[src/rtl/operand_entry_fsm_pkg.sv]
// operand_entry_fsm_pkg: shared state encodings, ALU function codes and debounce default
package operand_entry_fsm_pkg;
  typedef enum logic [1:0] {
    WAIT_A = 2'd0,
    WAIT_B = 2'd1,
    ISSUE  = 2'd2
  } state_e;
  localparam logic [2:0] FN_ADD = 3'd0;
  localparam logic [2:0] FN_SUB = 3'd1;
  localparam logic [2:0] FN_AND = 3'd2;
  localparam logic [2:0] FN_OR  = 3'd3;
  localparam logic [2:0] FN_XOR = 3'd4;
  localparam logic [2:0] FN_NOT = 3'd5;
  localparam int DEB_CYCLES_DEF = 16;
endpackage

[src/rtl/operand_entry_fsm_if.sv]
// operand_entry_fsm_if: switch/key inputs and registered operation outputs toward the ALU
interface operand_entry_fsm_if #(
  parameter int WIDTH  = 4,
  parameter int FUNC_W = 3
);
  logic [WIDTH-1:0]  sw;
  logic [FUNC_W-1:0] func_sw;
  logic              key_enter;
  logic              key_cancel;
  logic              alu_ready;
  logic [WIDTH-1:0]  a_out;
  logic [WIDTH-1:0]  b_out;
  logic [FUNC_W-1:0] func_out;
  logic              op_valid;
  logic [1:0]        state_out;
  logic [7:0]        ops_issued;
  modport master (
    input  sw, func_sw, key_enter, key_cancel, alu_ready,
    output a_out, b_out, func_out, op_valid, state_out, ops_issued
  );
  modport slave (
    output sw, func_sw, key_enter, key_cancel, alu_ready,
    input  a_out, b_out, func_out, op_valid, state_out, ops_issued
  );
endinterface

[src/rtl/operand_entry_fsm_key_conditioner.sv]
// key_conditioner: synchronise an active-low key, optionally debounce (OPERAND_ENTRY_DEBOUNCE_EN), emit one-cycle press pulse
module key_conditioner
  import operand_entry_fsm_pkg::*;
`ifdef OPERAND_ENTRY_DEBOUNCE_EN
#(
  parameter int DEB_CYCLES = DEB_CYCLES_DEF
)
`endif
(
  input  logic clock,
  input  logic resetn,
  input  logic key_n,
  output logic press
);
  logic s1_q, s1_d, s2_q, s2_d, prev_q, prev_d, lvl;
`ifdef OPERAND_ENTRY_DEBOUNCE_EN
  localparam int CW = DEB_CYCLES > 1 ? $clog2(DEB_CYCLES) : 1;
  logic          lvl_q, lvl_d;
  logic [CW-1:0] cnt_q, cnt_d;
  // accept a new level only after DEB_CYCLES consecutive differing samples
  always_comb begin
    lvl_d = lvl_q;
    cnt_d = '0;
    if (s2_q != lvl_q) begin
      if (cnt_q == CW'(DEB_CYCLES - 1)) lvl_d = s2_q;
      else cnt_d = cnt_q + 1'b1;
    end
  end
  // debounce state register, released level after reset
  always_ff @(posedge clock) begin
    if (!resetn) begin
      lvl_q <= 1'b1;
      cnt_q <= '0;
    end else begin
      lvl_q <= lvl_d;
      cnt_q <= cnt_d;
    end
  end
  assign lvl = lvl_q;
`else
  assign lvl = s2_q;
`endif
  // synchroniser chain and previous accepted level for edge detection
  always_comb begin
    s1_d   = key_n;
    s2_d   = s1_q;
    prev_d = lvl;
  end
  // synchroniser and edge-detect registers, released level after reset
  always_ff @(posedge clock) begin
    if (!resetn) begin
      s1_q   <= 1'b1;
      s2_q   <= 1'b1;
      prev_q <= 1'b1;
    end else begin
      s1_q   <= s1_d;
      s2_q   <= s2_d;
      prev_q <= prev_d;
    end
  end
  assign press = prev_q & ~lvl;
endmodule

[src/rtl/operand_entry_fsm.sv]
// operand_entry_fsm: press-driven operand A/B/function entry with valid/ready issue to the ALU (debounce via OPERAND_ENTRY_DEBOUNCE_EN)
module operand_entry_fsm
  import operand_entry_fsm_pkg::*;
#(
  parameter int WIDTH      = 4,
  parameter int FUNC_W     = 3,
  parameter int DEB_CYCLES = DEB_CYCLES_DEF
) (
  input  logic                 clock,
  input  logic                 resetn,
  operand_entry_fsm_if.master  bus
);
  state_e            state_q, state_d;
  logic [WIDTH-1:0]  a_q, a_d, b_q, b_d;
  logic [FUNC_W-1:0] f_q, f_d;
  logic [7:0]        ops_q, ops_d;
  logic              enter, cancel;
`ifdef OPERAND_ENTRY_DEBOUNCE_EN
  key_conditioner #(.DEB_CYCLES(DEB_CYCLES)) u_enter (.clock(clock), .resetn(resetn), .key_n(bus.key_enter), .press(enter));
  key_conditioner #(.DEB_CYCLES(DEB_CYCLES)) u_cancel (.clock(clock), .resetn(resetn), .key_n(bus.key_cancel), .press(cancel));
`else
  key_conditioner u_enter (.clock(clock), .resetn(resetn), .key_n(bus.key_enter), .press(enter));
  key_conditioner u_cancel (.clock(clock), .resetn(resetn), .key_n(bus.key_cancel), .press(cancel));
`endif
  // entry sequence; cancel beats enter, and ISSUE ignores keys so the operation stays stable
  always_comb begin
    state_d = state_q;
    a_d     = a_q;
    b_d     = b_q;
    f_d     = f_q;
    ops_d   = ops_q;
    case (state_q)
      WAIT_A: if (enter && !cancel) begin
        a_d     = bus.sw;
        state_d = WAIT_B;
      end
      WAIT_B: if (cancel) begin
        a_d     = '0;
        state_d = WAIT_A;
      end else if (enter) begin
        b_d     = bus.sw;
        f_d     = bus.func_sw;
        state_d = ISSUE;
      end
      ISSUE: if (bus.alu_ready) begin
        ops_d   = ops_q + 8'd1;
        state_d = WAIT_A;
      end
      default: state_d = WAIT_A;
    endcase
  end
  // state and operand registers; reset drops any pending operation
  always_ff @(posedge clock) begin
    if (!resetn) begin
      state_q <= WAIT_A;
      a_q     <= '0;
      b_q     <= '0;
      f_q     <= '0;
      ops_q   <= '0;
    end else begin
      state_q <= state_d;
      a_q     <= a_d;
      b_q     <= b_d;
      f_q     <= f_d;
      ops_q   <= ops_d;
    end
  end
  assign bus.a_out      = a_q;
  assign bus.b_out      = b_q;
  assign bus.func_out   = f_q;
  assign bus.op_valid   = state_q == ISSUE;
  assign bus.state_out  = state_q;
  assign bus.ops_issued = ops_q;
endmodule

[src/flat_wrapper.sv]
// flat-port wrapper written by rule: the top's interface ports become plain ports
module operand_entry_fsm_flat import operand_entry_fsm_pkg::*;
#(
  parameter int WIDTH      = 4,
  parameter int FUNC_W     = 3,
  parameter int DEB_CYCLES = DEB_CYCLES_DEF
)
  (clock, resetn, bus_sw, bus_func_sw, bus_key_enter, bus_key_cancel, bus_alu_ready, bus_a_out, bus_b_out, bus_func_out, bus_op_valid, bus_state_out, bus_ops_issued);
  operand_entry_fsm_if #(.WIDTH(WIDTH), .FUNC_W(FUNC_W)) bus_i ();
  input  logic clock;
  input  logic resetn;
  input wire logic [$bits(bus_i.sw)-1:0] bus_sw;
  input wire logic [$bits(bus_i.func_sw)-1:0] bus_func_sw;
  input wire logic [$bits(bus_i.key_enter)-1:0] bus_key_enter;
  input wire logic [$bits(bus_i.key_cancel)-1:0] bus_key_cancel;
  input wire logic [$bits(bus_i.alu_ready)-1:0] bus_alu_ready;
  output wire logic [$bits(bus_i.a_out)-1:0] bus_a_out;
  output wire logic [$bits(bus_i.b_out)-1:0] bus_b_out;
  output wire logic [$bits(bus_i.func_out)-1:0] bus_func_out;
  output wire logic [$bits(bus_i.op_valid)-1:0] bus_op_valid;
  output wire logic [$bits(bus_i.state_out)-1:0] bus_state_out;
  output wire logic [$bits(bus_i.ops_issued)-1:0] bus_ops_issued;
  assign bus_i.sw = bus_sw;
  assign bus_i.func_sw = bus_func_sw;
  assign bus_i.key_enter = bus_key_enter;
  assign bus_i.key_cancel = bus_key_cancel;
  assign bus_i.alu_ready = bus_alu_ready;
  assign bus_a_out = bus_i.a_out;
  assign bus_b_out = bus_i.b_out;
  assign bus_func_out = bus_i.func_out;
  assign bus_op_valid = bus_i.op_valid;
  assign bus_state_out = bus_i.state_out;
  assign bus_ops_issued = bus_i.ops_issued;
  operand_entry_fsm #(.WIDTH(WIDTH), .FUNC_W(FUNC_W), .DEB_CYCLES(DEB_CYCLES)) u_core (.clock(clock), .resetn(resetn), .bus(bus_i));
endmodule
[config.mk]
export PLATFORM = sky130hd
export DESIGN_NAME = operand_entry_fsm_flat
export DESIGN_NICKNAME = d
export VERILOG_FILES = /design/src/rtl/operand_entry_fsm_pkg.sv /design/src/rtl/operand_entry_fsm_if.sv /design/src/rtl/operand_entry_fsm_key_conditioner.sv /design/src/rtl/operand_entry_fsm.sv /design/src/flat_wrapper.sv
export SDC_FILE = /design/constraint.sdc
export NUM_CORES = 1
export LEC_CHECK = 0
export CORE_UTILIZATION = 41
export DETAILED_ROUTE_END_ITERATION = 8
export PLACE_DENSITY_LB_ADDON = 0.1
export SYNTH_ARGS = -nofsm -noshare
export SYNTH_HDL_FRONTEND = slang
export SYNTH_SLANG_ARGS = --single-unit
[constraint.sdc]
create_clock -name clock -period 1.5 [get_ports clock]
set_clock_uncertainty 0.05 [all_clocks]
set_input_delay 0.3 -clock clock [delete_from_list [all_inputs] [get_ports clock]]
set_output_delay 0.3 -clock clock [all_outputs]
set_load 0.005 [all_outputs]
==> impl_metrics.toml <==
[worst_setup_path]
end_kind = "flop"
path_max_fanout = 4
setup.worst_path.class = "reg2reg"
cp-start-kind = "flop"
cp.arrival_ns = 1.69
crit_required_ns = 1.74

[hold_path]
hold_path.class = "reg2reg"

[sta]
whs_ns = 0.374
slew-limit-headroom_pct = 64.2
setup_viol = 0
period_share_pct = 96.9
tightest_slew_ns = 0.534
period_minus_slack_ns = 1.45
fmax_ghz = 0.688
drv_slew = 0
hold_violations = 0
setup_slack_ns = 0.0469
setup_tns_ns = 0

[clock_network]
cts_tree = "done"
clockBufferDepth = 2
clockRootBuffer = "clkbuf_4"
hold_buffers = 0
clk_latency_ns = 0.32
cts_sinks = 27
path_clk_slew_ns = 0.16
htreeDepth = 1
cts_made_buffers = 3

[placed_design]
preCtsSetupSlack_ns = -0.235
placed_area_sq_um = 1580
routabilityCongestion = 0.777
dpl.hpwl_um = 1910
port_buffers = 33

[status]
run_status = "finished clean"

[logic_synthesis]
syn_area_sq_um = 1150
synth_edf_count = 0
yosysWarnings = 0
synth_area_leaders = "dfxtp_1 (47%), nand4_1 (7.1%), a21oi_1 (7.0%), o31ai_1 (5.9%), nand2b_1 (3.8%)"
yosysMostFrequentCell = "dfxtp_1"
ys_ff_latch = 27
synthTopCellsByCount = "dfxtp_1 (27), a21oi_1 (16), nand4_1 (13)"
synthArstFlopShare_pct = 0
avgSynthCellArea_sq_um = 9.49
synth_cell_types = 29
synth_top_area_share_pct = 47.1
syn_nets = 134
synth_ff_type = "dfxtp_1"
ys_seq_area_share_pct = 47.1
synth_area_leader_cell = "dfxtp_1"
syn_inst = 121

[routing]
drtIter0Drc = 19
top_layer_used = "met3"
drt-met1-wl_um = 1340
firstDrtPassIters = 4
remaining_drc_errors = 0
met3_length_um = 189
num_vias = 1147
via_per_inst = 5.65
post_drt_wl_per_cell_um = 14.4
routed_wl_um = 2920
drtAntennaViolNets = 0
dr_wl_met2_um = 1400

[die]
core_area_sq_um = 2570
die_w_um = 54.9
die-area_sq_um = 3020
io_pins = 34
die_h_um = 54.9
rows = 18
start_util_pct = 44.7

[power]
ir_drop_mv = 0.728
power_leakage_nw = 0.750
p_per_area_nw_per_um2 = 681

[global_route]
grt_max_degree = 21
grt_pass1_wl_um = 4930
gr-total-overflow = 0
track_usage_pct = 23.1
grt_pass1_vias = 1104
antenna_found_initial = 0

[layout]
finalNetCount = 187
layout-drive-gt1-share_pct = 32.4
n_antenna_cell = 0
fill_cells = 224
syn_to_final_growth_pct = 49.7
fin_area_sq_um = 1720

[flow_run]
cap_violations = 0
## area by class of cell
cell class / count / area (sq um) / share of cell area (%)
clock buffer: 3 / 22.5 / 1.31
clock inverter: 1 / 7.51 / 0.437
inverter: 4 / 15.0 / 0.873
multi-input combinational: 81 / 559 / 32.5
sequential: 27 / 577 / 33.6
tap: 30 / 37.5 / 2.18
timing repair buffer: 57 / 500 / 29.1
## critical path, stage by stage (launching register included)
cell      delay (ns)
dfxtp_4         0.38
buf_4           0.11
buf_6           0.10
nand4b_4        0.11
or4_1           0.52
a21oi_1         0.14
## what timing repair did
item	in CTS	in global routing
gates resized for setup	51	8
setup endpoints to repair	28	8
pin swaps	2	3
buffers inserted	13	0
## sequential cells by signal, summed over array words and instances (netlist names)
signal                  flops
u_core.u_enter.s1_q         1
u_core.bus.a_out            4
u_core.bus.func_out         3
u_core.bus.state_out        2
u_core.u_cancel.s1_q        1
u_core.u_enter.lvl          1
u_core.u_cancel.prev_q      1
u_core.bus.ops_issued       8
u_core.u_enter.prev_q       1
u_core.bus.b_out            4
u_core.u_cancel.lvl         1
## placed cells by master (no fill, tap or decap), types with 2 or more instances in the layout
| cell type | instances |
|---|---|
| buf_4 | 21 |
| dlygate4sd2_1 | 20 |
| dfxtp_2 | 17 |
| a21oi_1 | 16 |
| nand4_1 | 13 |
| clkdlybuf4s50_1 | 11 |
| o31ai_1 | 9 |
| nand2b_1 | 7 |
| dfxtp_1 | 6 |
| inv_1 | 4 |
| nor2_1 | 4 |
| o21ai_0 | 4 |
| o311ai_1 | 4 |
| dfxtp_4 | 4 |
| or3_1 | 3 |
| nand2_1 | 3 |
| clkbuf_4 | 3 |
| nor2b_2 | 2 |
| xor2_1 | 2 |
| nand3b_1 | 2 |
| or4_1 | 2 |
| buf_6 | 2 |
## final timing paths
check                           from                       end  slack, ns  cells past startpoint
max          u_core.bus.state_out[1]  u_core.bus.ops_issued[7]       0.05                      5
min             u_core.u_cancel.s1_q       u_core.u_cancel.lvl       0.37                      1
max reg2reg  u_core.bus.state_out[1]  u_core.bus.ops_issued[7]       0.05                      5
min reg2reg     u_core.u_cancel.s1_q       u_core.u_cancel.lvl       0.37                      1
## where the power goes
part	internal [W]	switching, W
clock network	0.000102	0.000228
registers	0.000724	0.00000835
logic	0.0000629	0.0000456
## metrics by stage
| step | total power [W] | utilization [%] | instances |
|---|---|---|---|
| finish | 0.00117 | 67.0 | 203 |
| global route | 0.00122 | 67.0 | 203 |
| CTS | 0.00118 | 66.8 | 203 |
| detailed placement | 0.000859 | 61.4 | 187 |
| global placement | 0.000857 | 61.4 | 187 |
| floorplan | 0.000794 | - | 121 |
## cells by family after synthesis
| logic type | after synthesis | share of synthesized area (%) |
|---|---|---|
| and+or+nand+nor | 42 | 24.7 |
| AOI/OAI and AO/OA | 35 | 19.7 |
| DFF | 27 | 47.1 |
| buffers and inverters | 13 | 5.01 |
| xor gates and xnor gates | 2 | 1.53 |
| muxes | 1 | 0.871 |
| adders and majority gates | 1 | 1.09 |
## per-layer routing
metal	GRT usage (%)	up-vias
met5	0	-
met4	6.67	0
met3	6.56	0
met2	37.6	37
met1	29.6	549
li1	-	561
Note: power is estimated with default switching activity, not from simulation.
